### config.mk
export PLATFORM = sky130hd
export DESIGN_NAME = mem_stage
export DESIGN_NICKNAME = d
export VERILOG_FILES = /design/src/rtl/mem_pkg.sv /design/src/rtl/mem_wdog.sv /design/src/rtl/mem_stage.sv
export SDC_FILE = /design/constraint.sdc
export NUM_CORES = 1
export LEC_CHECK = 0
export ABC_AREA = 1
export BUFFER_PORTS_ARGS = -buffer_cell sky130_fd_sc_hd__buf_2
export CAP_MARGIN = 20
export CORE_ASPECT_RATIO = 1.75
export CORE_UTILIZATION = 38
export CTS_CLUSTER_DIAMETER = 50
export CTS_CLUSTER_SIZE = 20
export DETAILED_ROUTE_END_ITERATION = 10
export PLACE_DENSITY = 0.66
export SLEW_MARGIN = 20
export SYNTH_ARGS = -nofsm -noshare
export SYNTH_HDL_FRONTEND = slang
export SYNTH_SLANG_ARGS = --single-unit
export TNS_END_PERCENT = 30
### constraint.sdc
create_clock -name clk -period 2.1 [get_ports clk]
set_input_delay 0.105 -clock clk [delete_from_list [all_inputs] [get_ports clk]]
set_output_delay 0.105 -clock clk [all_outputs]
set_load 0.05 [all_outputs]
### src/rtl/mem_pkg.sv
// Shared widths and FSM state encoding for the memory pipeline stage.
package mem_pkg;
    localparam int DATA_W = 16;
    localparam int REG_W  = 3;

    typedef enum logic {
        IDLE = 1'b0,
        BUSY = 1'b1
    } state_t;
endpackage

### src/rtl/mem_wdog.sv
// Counts BUSY cycles; expired is high on the TIMEOUT-th consecutive enabled cycle.
// Latency: combinational expired from registered count. No backpressure.
module mem_wdog #(
    parameter int TIMEOUT = 16
) (
    input  logic clk,
    input  logic rst,
    input  logic clear,
    input  logic enable,
    output logic expired
);
    localparam int CW = $clog2(TIMEOUT + 1);

    logic [CW-1:0] count;

    always_ff @(posedge clk) begin
        if (rst || clear) begin
            count <= '0;
        end else if (enable && (count != CW'(TIMEOUT))) begin
            count <= count + CW'(1);
        end
    end

    // count holds the BUSY cycles already completed, so the current one is count+1
    assign expired = enable && (count == CW'(TIMEOUT - 1));
endmodule

### src/rtl/mem_stage.sv
// MEM pipeline stage: single-outstanding memory request FSM feeding MEM/WB registers.
// Latency 1 for ALU ops, >=2 for memory ops; stall holds upstream while a request is pending.
// Optional request watchdog enabled by MEM_TIMEOUT_EN (aborts after TIMEOUT BUSY cycles).
module mem_stage
    import mem_pkg::*;
#(
    parameter int TIMEOUT = 16
) (
    input  logic              clk,
    input  logic              rst,
    input  logic              valid_in,
    input  logic [DATA_W-1:0] alu_in,
    input  logic [DATA_W-1:0] wdata_in,
    input  logic [REG_W-1:0]  wreg_in,
    input  logic              rwrite_in,
    input  logic              mreg_in,
    input  logic              mwrite_in,
    output logic              stall,
    output logic              mem_req,
    output logic              mem_we,
    output logic [DATA_W-1:0] mem_addr,
    output logic [DATA_W-1:0] mem_wdata,
    input  logic [DATA_W-1:0] mem_rdata,
    input  logic              mem_ack,
    output logic              valid_out,
    output logic [DATA_W-1:0] mdata_out,
    output logic [DATA_W-1:0] alu_out,
    output logic [REG_W-1:0]  wreg_out,
    output logic              rwrite_out,
    output logic              mreg_out,
    output logic              err_out
);
    state_t            state, state_next;
    logic              mem_op, accept, done, abort, expired;
    logic [REG_W-1:0]  lat_wreg;
    logic              lat_rwrite, lat_mreg;

    assign mem_op = valid_in & (mreg_in | mwrite_in);

`ifdef MEM_TIMEOUT_EN
    mem_wdog #(.TIMEOUT(TIMEOUT)) u_wdog (
        .clk     (clk),
        .rst     (rst),
        .clear   (accept),
        .enable  (state == BUSY),
        .expired (expired)
    );
`else
    localparam int unused_timeout = TIMEOUT;
    assign expired = 1'b0;
`endif

    always_comb begin
        state_next = state;
        accept     = 1'b0;
        done       = 1'b0;
        abort      = 1'b0;
        stall      = 1'b0;
        case (state)
            IDLE: begin
                accept = mem_op;
                stall  = mem_op;
                if (mem_op) state_next = BUSY;
            end
            BUSY: begin
                done  = mem_ack;
                abort = ~mem_ack & expired;
                stall = ~mem_ack & ~expired;
                if (done || abort) state_next = IDLE;
            end
            default: state_next = IDLE;
        endcase
        // reset wins over everything, including a pending request
        if (rst) stall = 1'b0;
    end

    always_ff @(posedge clk) begin
        if (rst) begin
            state      <= IDLE;
            mem_req    <= 1'b0;
            mem_we     <= 1'b0;
            mem_addr   <= '0;
            mem_wdata  <= '0;
            lat_wreg   <= '0;
            lat_rwrite <= 1'b0;
            lat_mreg   <= 1'b0;
            valid_out  <= 1'b0;
            mdata_out  <= '0;
            alu_out    <= '0;
            wreg_out   <= '0;
            rwrite_out <= 1'b0;
            mreg_out   <= 1'b0;
            err_out    <= 1'b0;
        end else begin
            state     <= state_next;
            valid_out <= 1'b0;
            err_out   <= 1'b0;
            if (accept) begin
                mem_req    <= 1'b1;
                mem_we     <= mwrite_in;
                mem_addr   <= alu_in;
                mem_wdata  <= wdata_in;
                lat_wreg   <= wreg_in;
                lat_rwrite <= rwrite_in;
                lat_mreg   <= mreg_in & ~mwrite_in;
            end else if (state == IDLE) begin
                valid_out  <= valid_in;
                mdata_out  <= '0;
                alu_out    <= alu_in;
                wreg_out   <= wreg_in;
                rwrite_out <= rwrite_in;
                mreg_out   <= 1'b0;
            end
            if (done) begin
                mem_req    <= 1'b0;
                valid_out  <= 1'b1;
                mdata_out  <= mem_we ? '0 : mem_rdata;
                alu_out    <= mem_addr;
                wreg_out   <= lat_wreg;
                rwrite_out <= lat_rwrite;
                mreg_out   <= lat_mreg;
            end else if (abort) begin
                mem_req    <= 1'b0;
                valid_out  <= 1'b1;
                err_out    <= 1'b1;
                mdata_out  <= '0;
                alu_out    <= mem_addr;
                wreg_out   <= lat_wreg;
                rwrite_out <= 1'b0;
                mreg_out   <= 1'b0;
            end
        end
    end
endmodule

==> impl_metrics.csv, run 1 <==
group,metric,value,unit
global_route,grt_overflow,0,
floorplanning,rows,43,
detailed_routing,drt_wl_total,8710,um
synthesis,ys_ff_latch,78,
setup_path,crit_fanout,26,
power,ir_worst_vdd,0.644,mV
timing,max_freq,528,MHz
worst_hold_path,hold_start,"wdata_in[0]",
synthesis,syn_area,3070,um2
power,pwr-share-seq,40.1,%
cts,cts_buffers,9,
placement,routabilityCongestion,0.783,
setup_path,rrSetupSlack,0.43,ns
floorplanning,core_area,7860,um2
detailed_routing,wl_met3,494,um
cts,htree_levels,3,
timing,period_share,90.1,%
synthesis,synth_warnings,0,
cts,cts_resized,0,
run_status,status,"finished with violations",
global_route,grt_start_max_net_pins,51,
final_layout,nFillCells,777,
synthesis,synth_mux_area_share,0,%
detailed_routing,via_per_inst,4.99,
synthesis,synth_fa_ha_area_share,0,%
timing,worstMarginPinSlew,0.601,ns
detailed_routing,drc,2,
synthesis,synth_top_area_cell,"dfxtp_1",
worst_hold_path,hold_class,"in -> reg",
floorplanning,die_width,70.0,um
placement,placed_area,3760,um2
timing,fin_skew,0.00440,ns
synthesis,synth.top_cell.area_share,50.8,%
detailed_routing,ant_nets,0,
setup_path,ff2ff_path_depth,5,
timing,hold_viol,0,
power,combPwrFrac,20.1,%
power,power_leakage,2.25,nW
final_layout,fin_nets,612,
synthesis,synth_area_leaders,"dfxtp_1 51%, nand2_1 12%, nand3_1 9.6%, nor2_1 9.5%, o21ai_0 6.0%",
cts,root_buffer,"clkbuf_16",
synthesis,synth-compound-area-share,6.51,%
final_layout,drive_gt1_share,28.4,%
power,intPower,2.87,mW
detailed_routing,met2WireLength,4400,um
synthesis,synth.yosys.seq_area_share,50.8,%
power,p_per_area,972,nW/um2
timing,setup_violations,0,
detailed_routing,highest_layer,"met4",
setup_path,endpoint_kind,"output port",
setup_path,r2r_end,"mdata_out[1]",
setup_path,cp_data_required_time,2.00,ns
floorplanning,die_y,121,um
cts,clock_latency,0.33,ns
placement,place_hpwl,5760,um
power,p_sw_share,30.2,%
timing,slew_viol_final,0,
global_route,grt_usage,21.0,%
synthesis,avgSynthCellArea,7.34,um2
floorplanning,design.portCount,132,
timing,min_period,1.89,ns
final_layout,num_antenna_cells,0,
setup_path,worstSetupStartpoint,"state",
detailed_routing,wl_per_cell,13.4,um
synthesis,synth_cell_types,17,
cts,tritoncts,"built",
setup_path,startpoint_type,"register",
cts,clk_pin_slew,0.06,ns
global_route,grt_pass1_wl,14000,um
setup_path,critical_path_class,"reg -> out",
detailed_routing,wl_met1,3400,um
final_layout,final_area,4230,um2
synthesis,synthSimpleGateAreaFrac,36.1,%
cts,clock-sinks,78,
global_route,grt_antenna_before_repair,0,
power,p_switching,1.24,mW
detailed_routing,drt_iter0_drc,201,
run_status,violations,"design-rule violations",
placement,portBuffers,130,
floorplanning,die-area,8470,um2
timing,max-slew-margin-rel,59.8,%
synthesis,synth_top_family_by_area,"simple AND/OR/NAND/NOR gates",
synthesis,netlist_instances,419,
synthesis,synth_fp_nets,477,
final_layout,area_delta_synth_final,37.7,%
detailed_routing,drt_pass1_iterations,7,
detailed_routing,vias,3241,
synthesis,synth_xor_area_share,0,%
setup_path,cp-endpoint,"stall",
run,cap_violations,0,
setup_path,worstReg2RegStart,"state",
global_route,grt_pass1_vias,3007,
cts,cts_setup_buffers,0,
cts,clk_path_buf_depth,2,
setup_path,crit_arrival,1.79,ns
power,power.share.clock,39.8,%
floorplanning,initial_core_util,39.1,%
timing,setup_tns,0,ns
timing,rsz0062_at_grt,"no",
-- cell usage in the layout, fill, tap and decap left out, drive strengths merged, types with 3 or more instances in the layout --
cell | synthesis | layout
inv | 7 | 7
o21ai | 37 | 37
nand2 | 101 | 101
dfxtp | 78 | 78
nand4 | 20 | 20
dlygate4sd3 | 0 | 16
a21oi | 3 | 3
nor2 | 78 | 78
clkbuf | 13 | 12
nand3 | 59 | 59
buf | 21 | 142
-- worst min path at each step --
stage	endpoint	slack (ns)	cells past startpoint
floorplan	lat_mreg	0.17	1
global placement	mdata_out[12]	0.30	3
detailed placement	mdata_out[3]	0.31	3
CTS	mem_wdata[10]	0.02	3
global route	mem_wdata[6]	0.04	3
finish	mem_wdata[0]	0.02	3
-- logic make-up after synthesis --
family	after synthesis
flip-flops	78
AND/OR/NAND/NOR	259
other	1
AO/OA/AOI/OAI	40
buffers and inverters	41
-- through the flow --
| stage | total power [mW] | util [%] | instances | hold WS (ns) | worst slack [ns] |
|---|---|---|---|---|---|
| after floorplan | 2.27 | - | 419 | 0.174 | 0.325 |
| after detailed placement | 2.49 | 47.8 | 617 | 0.306 | 0.413 |
| after global routing | 4.29 | 53.9 | 649 | 0.0402 | 0.0906 |
| after CTS | 4.16 | 53.9 | 649 | 0.0158 | 0.198 |
| after global placement | 2.48 | 47.8 | 617 | 0.300 | 0.484 |
| final | 4.12 | 53.9 | 649 | 0.0247 | 0.208 |
-- power groups by stage --
| stage | Combinational [mW] | Clock (mW) | Sequential (mW) |
|---|---|---|---|
| 6_report | 0.828 | 1.64 | 1.65 |
| 4_1_cts | 0.831 | 1.68 | 1.65 |
| 3_5_place_dp | 0.807 | 0 | 1.68 |
| 3_3_place_gp | 0.802 | 0 | 1.68 |
| 5_1_grt | 0.893 | 1.74 | 1.66 |
| 2_1_floorplan | 0.262 | 0 | 2.01 |
-- routing by layer --
metal	global-route usage (%)	vias up
met5	0	-
met4	13.8	0
met2	36.1	118
li1	-	1634
met1	22.7	1459
met3	4.90	30
-- registers in the layout (all words and copies together), names as in the netlist, 3 cells and up --
register   flops
alu_out       16
lat_wreg       3
mdata_out     16
mem_addr      16
mem_wdata     16
wreg_out       3
-- what timing repair did --
| item | in CTS | in global routing |
|---|---|---|
| endpoints found under the setup margin | 0 | 0 |
| hold endpoints to repair | 16 | 0 |
| hold buffers | 16 | 0 |
-- area by class of cell --
| cell class | instances | area [um2] | share of cell area [%] |
|---|---|---|---|
| clock buffers | 12 | 246 | 5.82 |
| clock inverters | 4 | 70.1 | 1.66 |
| flip-flops and latches | 78 | 1560 | 36.9 |
| inverters | 7 | 26.3 | 0.621 |
| well taps | 90 | 113 | 2.66 |
| multi-input cells | 300 | 1320 | 31.1 |
| repair buffers | 158 | 901 | 21.3 |
-- cells in the mapped netlist --
master / n
o21ai_0: 37
a21oi_1: 3
nand2_1: 100
nand4_1: 20
nor2_1: 78
conb_1: 1
buf_2: 8
buf_4: 5
buf_6: 2
dfxtp_1: 78
clkbuf_1: 13
nand3_1: 59
nand2_2: 1
nor3_4: 1
inv_2: 1
buf_1: 6
inv_1: 6
-- worst max-delay path: stages, from the launching register on --
cell and delay (ns):
dfxtp_1 0.32, buf_4 0.19, nor2_1 0.17, nand2_2 0.10, buf_4 0.23, a21oi_1 0.16, buf_2 0.29
Note: power is estimated with default switching activity, not from simulation.
==> inputs of run 2 (changes only) <==
- CORE_UTILIZATION: 38 -> 50
- CTS_CLUSTER_SIZE: 20 -> default
- PLACE_DENSITY: 0.66 -> 0.83
==> run 2 against run 1 <==
- final cell count down 2.2%
- clock power down 35%
- register-to-register slack better by 0.12 ns
- clock skew increased by 0.0012 ns
- combinational power up 0.5%
- maximum frequency increased by 6.7%
- critical path depth fell by 1
- first-iteration DRC count shrank 20%
- critical path type unchanged
- final area decreased by 3.5%
- die area fell by 23%
- the run now ends clean
- via count is 0.37% higher
==> impl_metrics.csv, run 2 (synthesized netlist as in run 1, its figures left out) <==
group,metric,value,unit
detailed_routing,drt_pass1_iterations,4,
setup_path,rrSetupSlack,0.55,ns
power,power,3.53,mW
floorplanning,initial_core_util,51.9,%
cts,cts_resized,0,
run_status,status,"finished clean",
worst_hold_path,hold_class,"in -> reg",
power,combPwrFrac,23.5,%
setup_path,ff2ff_path_depth,7,
cts,clk_pin_slew,0.08,ns
run,cap_violations,0,
detailed_routing,ant_nets,0,
cts,cts_setup_buffers,0,
floorplanning,die-area,6480,um2
setup_path,worstReg2RegStart,"state",
floorplanning,die_width,61.3,um
setup_path,crit_fanout,60,
global_route,grt_overflow,0,
timing,slew_viol_final,0,
placement,routabilityCongestion,0.778,
floorplanning,rows,37,
detailed_routing,drt_iter0_drc,161,
final_layout,area_delta_synth_final,32.8,%
placement,place_worst_setup_slack,0.572,ns
timing,max-slew-margin-rel,59.5,%
timing,hold_viol,0,
final_layout,final_cell_mix,"130 x buf_2, 100 x nand2_1, 78 x nor2_1, 78 x dfxtp_1, 59 x nand3_1",
timing,fin_ws,0.326,ns
setup_path,startpoint_type,"register",
detailed_routing,via_per_inst,5.12,
setup_path,critPathMaxStageDelay,0.31,ns
setup_path,cp_data_required_time,2.00,ns
setup_path,r2r_end,"alu_out[13]",
floorplanning,design.portCount,132,
power,power.share.clock,29.9,%
timing,setup_violations,0,
detailed_routing,wl_per_cell,13.3,um
cts,clock_latency,0.34,ns
final_layout,num_antenna_cells,0,
global_route,grt_start_max_net_pins,61,
final_layout,drive_gt1_share,27.8,%
timing,period_share,84.5,%
power,power_leakage,2.17,nW
power,ir_worst_vdd,0.595,mV
cts,clk_path_buf_depth,2,
timing,min_period,1.77,ns
setup_path,worstSetupStartpoint,"state",
power,p_switching,1.19,mW
power,pwr-share-seq,46.5,%
setup_path,crit_slowest_cell,"dfxtp_1",
global_route,grt_usage,26.6,%
detailed_routing,drc,0,
cts,root_buffer,"clkbuf_8",
timing,max_freq,564,MHz
detailed_routing,drt_wl_total,8460,um
global_route,grt_antenna_before_repair,0,
placement,portBuffers,130,
timing,fin_skew,0.00561,ns
cts,cts_buffers,9,
setup_path,crit_chain,"nor2_1, nand2_2, buf_4, a21oi_1, buf_2",
final_layout,mostFrequentLayoutCell,"buf_2",
timing,rsz0062_at_grt,"no",
cts,htree_levels,3,
cts,tritoncts,"built",
cts,ctsHoldBuffers,17,
timing,worstMarginPinSlew,0.605,ns
cts,clock-sinks,78,
placement,place_hpwl,5350,um
power,p_sw_share,33.5,%
floorplanning,core_area,5930,um2
timing,setup_tns,0,ns
global_route,grt_pass1_wl,12900,um
timing,holdWs,0.0113,ns
floorplanning,die_y,106,um
detailed_routing,vias,3253,
final_layout,fin_nets,610,
power,intPower,2.35,mW
setup_path,crit_arrival,1.67,ns
setup_path,endpoint_kind,"output port",
final_layout,post-route-util,68.9,%
power,p_per_area,866,nW/um2
setup_path,cp-endpoint,"stall",
setup_path,critical_path_class,"reg -> out",
global_route,grt_pass1_vias,2992,
[run 2: cell count changes in the layout (fill, tap and decap cells not counted)]
cell / previous run / this run
buf_4: 12 / 8
dlygate4sd3_1: 16 / 17
clkbuf_8: 1 / 9
clkbuf_16: 9 / 0
clkbuf_1: 2 / 3
clkinvlp_4: 0 / 1
bufinv_16: 2 / 1
buf_12: 0 / 1
[run 2: final cells by class]
type | count | area [um2]
Inverter | 7 | 26.3
Clock inverter | 4 | 47.5
Multi-Input combinational cell | 300 | 1320
Clock buffer | 12 | 135
Fill cell | 526 | 1840
Timing Repair Buffer | 156 | 901
Tap cell | 78 | 97.6
Sequential cell | 78 | 1560
[run 2: through the flow]
| stage | std cells | area [um2] |
|---|---|---|
| 3_5_place_dp | 602 | 3730 |
| 5_1_grt | 635 | 4080 |
| 6_report | 635 | 4080 |
| 4_1_cts | 635 | 4080 |
| 2_1_floorplan | 419 | 3070 |
| 3_3_place_gp | 602 | 3730 |
[run 2: power groups by stage]
stage	logic (mW)	registers (mW)	clock network, mW
global placement	0.795	1.67	0
detailed placement	0.806	1.68	0
global route	0.894	1.66	1.13
floorplan	0.262	2.01	0
CTS	0.832	1.64	1.08
finish	0.832	1.64	1.06
[run 2: critical path: cells and delay by family (launching register included)]
family	cells	cell delay, ns
AO/OA/AOI/OAI	1	0.21
buffers and inverters	2	0.57
flip-flops	1	0.31
AND/OR/NAND/NOR	2	0.22
[run 2: worst min-delay path by stage]
stage	cells after the start	slack [ns]	from	to
final	3	0.01	wdata_in[4]	mem_wdata[4]
after global routing	3	0.02	wdata_in[0]	mem_wdata[0]
after CTS	3	0.004	wdata_in[13]	mem_wdata[13]
after detailed placement	3	0.31	mem_rdata[0]	mdata_out[0]
after global placement	3	0.30	mem_rdata[14]	mdata_out[14]
after floorplan	1	0.17	rst	lat_mreg
[run 2: metal layers]
metal  global-route usage, %  up-vias  routed length, um
met2                    46.5      115               4480
met1                    28.2     1482               3300
li1                        -     1635                  -
met5                       0        -                  0
met4                    13.5        0                235
met3                    5.89       21                445
==> inputs of run 3 (changes only) <==
- CORE_UTILIZATION: 50 -> 47
- PLACE_DENSITY: 0.83 -> 0.79
- clock period: 2.1 -> 1.75 ns (I/O delays scaled with it)
==> run 3 against run 2 <==
- critical path depth shrank 1
- critical path type unchanged
- worst setup slack lost 0.20 ns
- clock skew is essentially flat
- combinational power grew 24%
- final cell count grew 2.2%
- sequential share of layout area shrank 1.4 points
- first-iteration DRC count grew 12%
- clock-buffer cell count grew 1
==> impl_metrics.csv, run 3 (synthesized netlist as in run 1, its figures left out) <==
group,metric,value,unit
timing,setup_tns,0,ns
run_status,status,"finished clean",
final_layout,num_antenna_cells,0,
cts,tritoncts,"built",
setup_path,critical_path_class,"reg -> out",
floorplanning,core_area,6280,um2
floorplanning,design.portCount,132,
placement,place_hpwl,5530,um
cts,clk_pin_slew,0.07,ns
setup_path,crit_family,"simple AND/OR/NAND/NOR gates",
detailed_routing,drc,0,
setup_path,cp_data_required_time,1.66,ns
timing,fin_skew,0.00516,ns
detailed_routing,via_per_inst,5.14,
global_route,grt_start_max_net_pins,50,
power,power.share.clock,30.3,%
detailed_routing,wl_met1,3360,um
timing,max_freq,616,MHz
floorplanning,initial_core_util,49.0,%
power,p_switching,1.40,mW
placement,place_worst_setup_slack,0.249,ns
placement,portBuffers,130,
placement,routabilityCongestion,0.830,
timing,rsz0062_at_grt,"no",
final_layout,area_delta_synth_final,38.0,%
power,ir_worst_vdd,0.788,mV
cts,cts_setup_buffers,0,
setup_path,startpoint_type,"register",
power,p_per_area,1020,nW/um2
floorplanning,die-area,6880,um2
worst_hold_path,hold_class,"in -> reg",
detailed_routing,ant_nets,0,
cts,clock-sinks,78,
setup_path,crit_chain,"nor2_2, nand2_4, a21oi_2, clkbuf_4",
cts,root_buffer,"clkbuf_8",
final_layout,fin_nets,624,
power,power_leakage,2.24,nW
power,power,4.31,mW
timing,fin_ws,0.126,ns
power,p_sw_share,32.5,%
final_layout,drive_gt1_share,27.8,%
setup_path,endpoint_kind,"output port",
cts,cts_buffers,9,
detailed_routing,wl_met3,489,um
floorplanning,rows,38,
global_route,grt_pass1_vias,3178,
timing,hold_viol,0,
timing,min_period,1.62,ns
detailed_routing,drt_wl_total,8730,um
cts,clk_path_buf_depth,2,
setup_path,path_buf_inv,1,
timing,period_share,92.8,%
detailed_routing,drt_pass1_iterations,4,
power,intPower,2.91,mW
floorplanning,die_width,63.1,um
timing,slew_viol_final,0,
global_route,grt_antenna_before_repair,0,
detailed_routing,vias,3333,
global_route,grt_pass1_wl,14100,um
global_route,grt_usage,26.4,%
power,combPwrFrac,23.9,%
detailed_routing,drt_iter0_drc,181,
setup_path,crit_fanout,24,
floorplanning,die_y,109,um
setup_path,critPathMaxStageDelay,0.38,ns
cts,htree_levels,3,
detailed_routing,wl_per_cell,13.4,um
global_route,grt_overflow,0,
detailed_routing,met2WireLength,4560,um
power,pwr-share-seq,45.9,%
detailed_routing,highest_layer,"met4",
final_layout,mostFrequentLayoutCell,"buf_2",
final_layout,final_cell_mix,"129 x buf_2, 100 x nand2_1, 78 x dfxtp_1",
timing,max-slew-margin-rel,60.6,%
cts,clock_latency,0.34,ns
run,cap_violations,0,
timing,setup_violations,0,
setup_path,crit_slowest_cell,"dfxtp_1",
final_layout,nFillCells,549,
timing,worstMarginPinSlew,0.589,ns
setup_path,crit_arrival,1.54,ns
==> run 3: worst register-to-register path, delay by kind of cell (launching register included) <==
family                 cells  cell delay, ns
buffers and inverters      1            0.26
DFF                        1            0.38
and+or+nand+nor            5            0.74
==> run 3: final timing paths <==
kind | startpoint | endpoint | slack [ns] | depth (start not counted)
worst min register to register | mdata_out[4] | mdata_out[4] | 0.46 | 2
worst max-delay path | state | stall | 0.13 | 4
worst max register to register | state | alu_out[5] | 0.32 | 6
worst min-delay path | wdata_in[12] | mem_wdata[12] | 0.009 | 3
==> run 3: layer usage <==
metal / vias to the layer above / track usage, %
met2: 128 / 48.2
met3: 28 / 5.86
met5: - / 0
met4: 0 / 16.6
li1: 1656 / -
met1: 1521 / 26.6
==> run 3: area by class of cell <==
| class | count | area, um2 | area share, % |
|---|---|---|---|
| clock inverters | 1 | 30.0 | 0.708 |
| multi-input cells | 300 | 1330 | 31.3 |
| inverters | 7 | 26.3 | 0.619 |
| clock buffers | 13 | 159 | 3.75 |
| flip-flops and latches | 78 | 1560 | 36.8 |
| well taps | 80 | 100 | 2.36 |
| repair buffers | 170 | 1040 | 24.5 |
==> run 3: through the flow <==
stage | util, % | hold WS [ns] | cells | instance area (um2)
6_report | 67.6 | 0.00933 | 649 | 4240
5_1_grt | 67.6 | 0.0108 | 649 | 4240
4_1_cts | 67.5 | 0.00102 | 649 | 4240
3_5_place_dp | 59.8 | 0.290 | 606 | 3750
3_3_place_gp | 59.8 | 0.283 | 606 | 3750
2_1_floorplan | - | 0.157 | 419 | 3080
==> run 3: timing repair <==
item / in CTS / in global routing
hold buffers: 29 / 0
setup endpoints to repair: 1 / 1
resized for setup: 1 / 2
hold endpoints to repair: 29 / 0
==> run 3: power by group through the flow <==
stage / registers [mW] / logic (mW) / clock network (mW)
2_1_floorplan: 2.41 / 0.316 / 0
3_3_place_gp: 2.01 / 0.958 / 0
3_5_place_dp: 2.02 / 0.971 / 0
4_1_cts: 1.98 / 1.02 / 1.33
5_1_grt: 1.99 / 1.10 / 1.40
6_report: 1.98 / 1.03 / 1.31
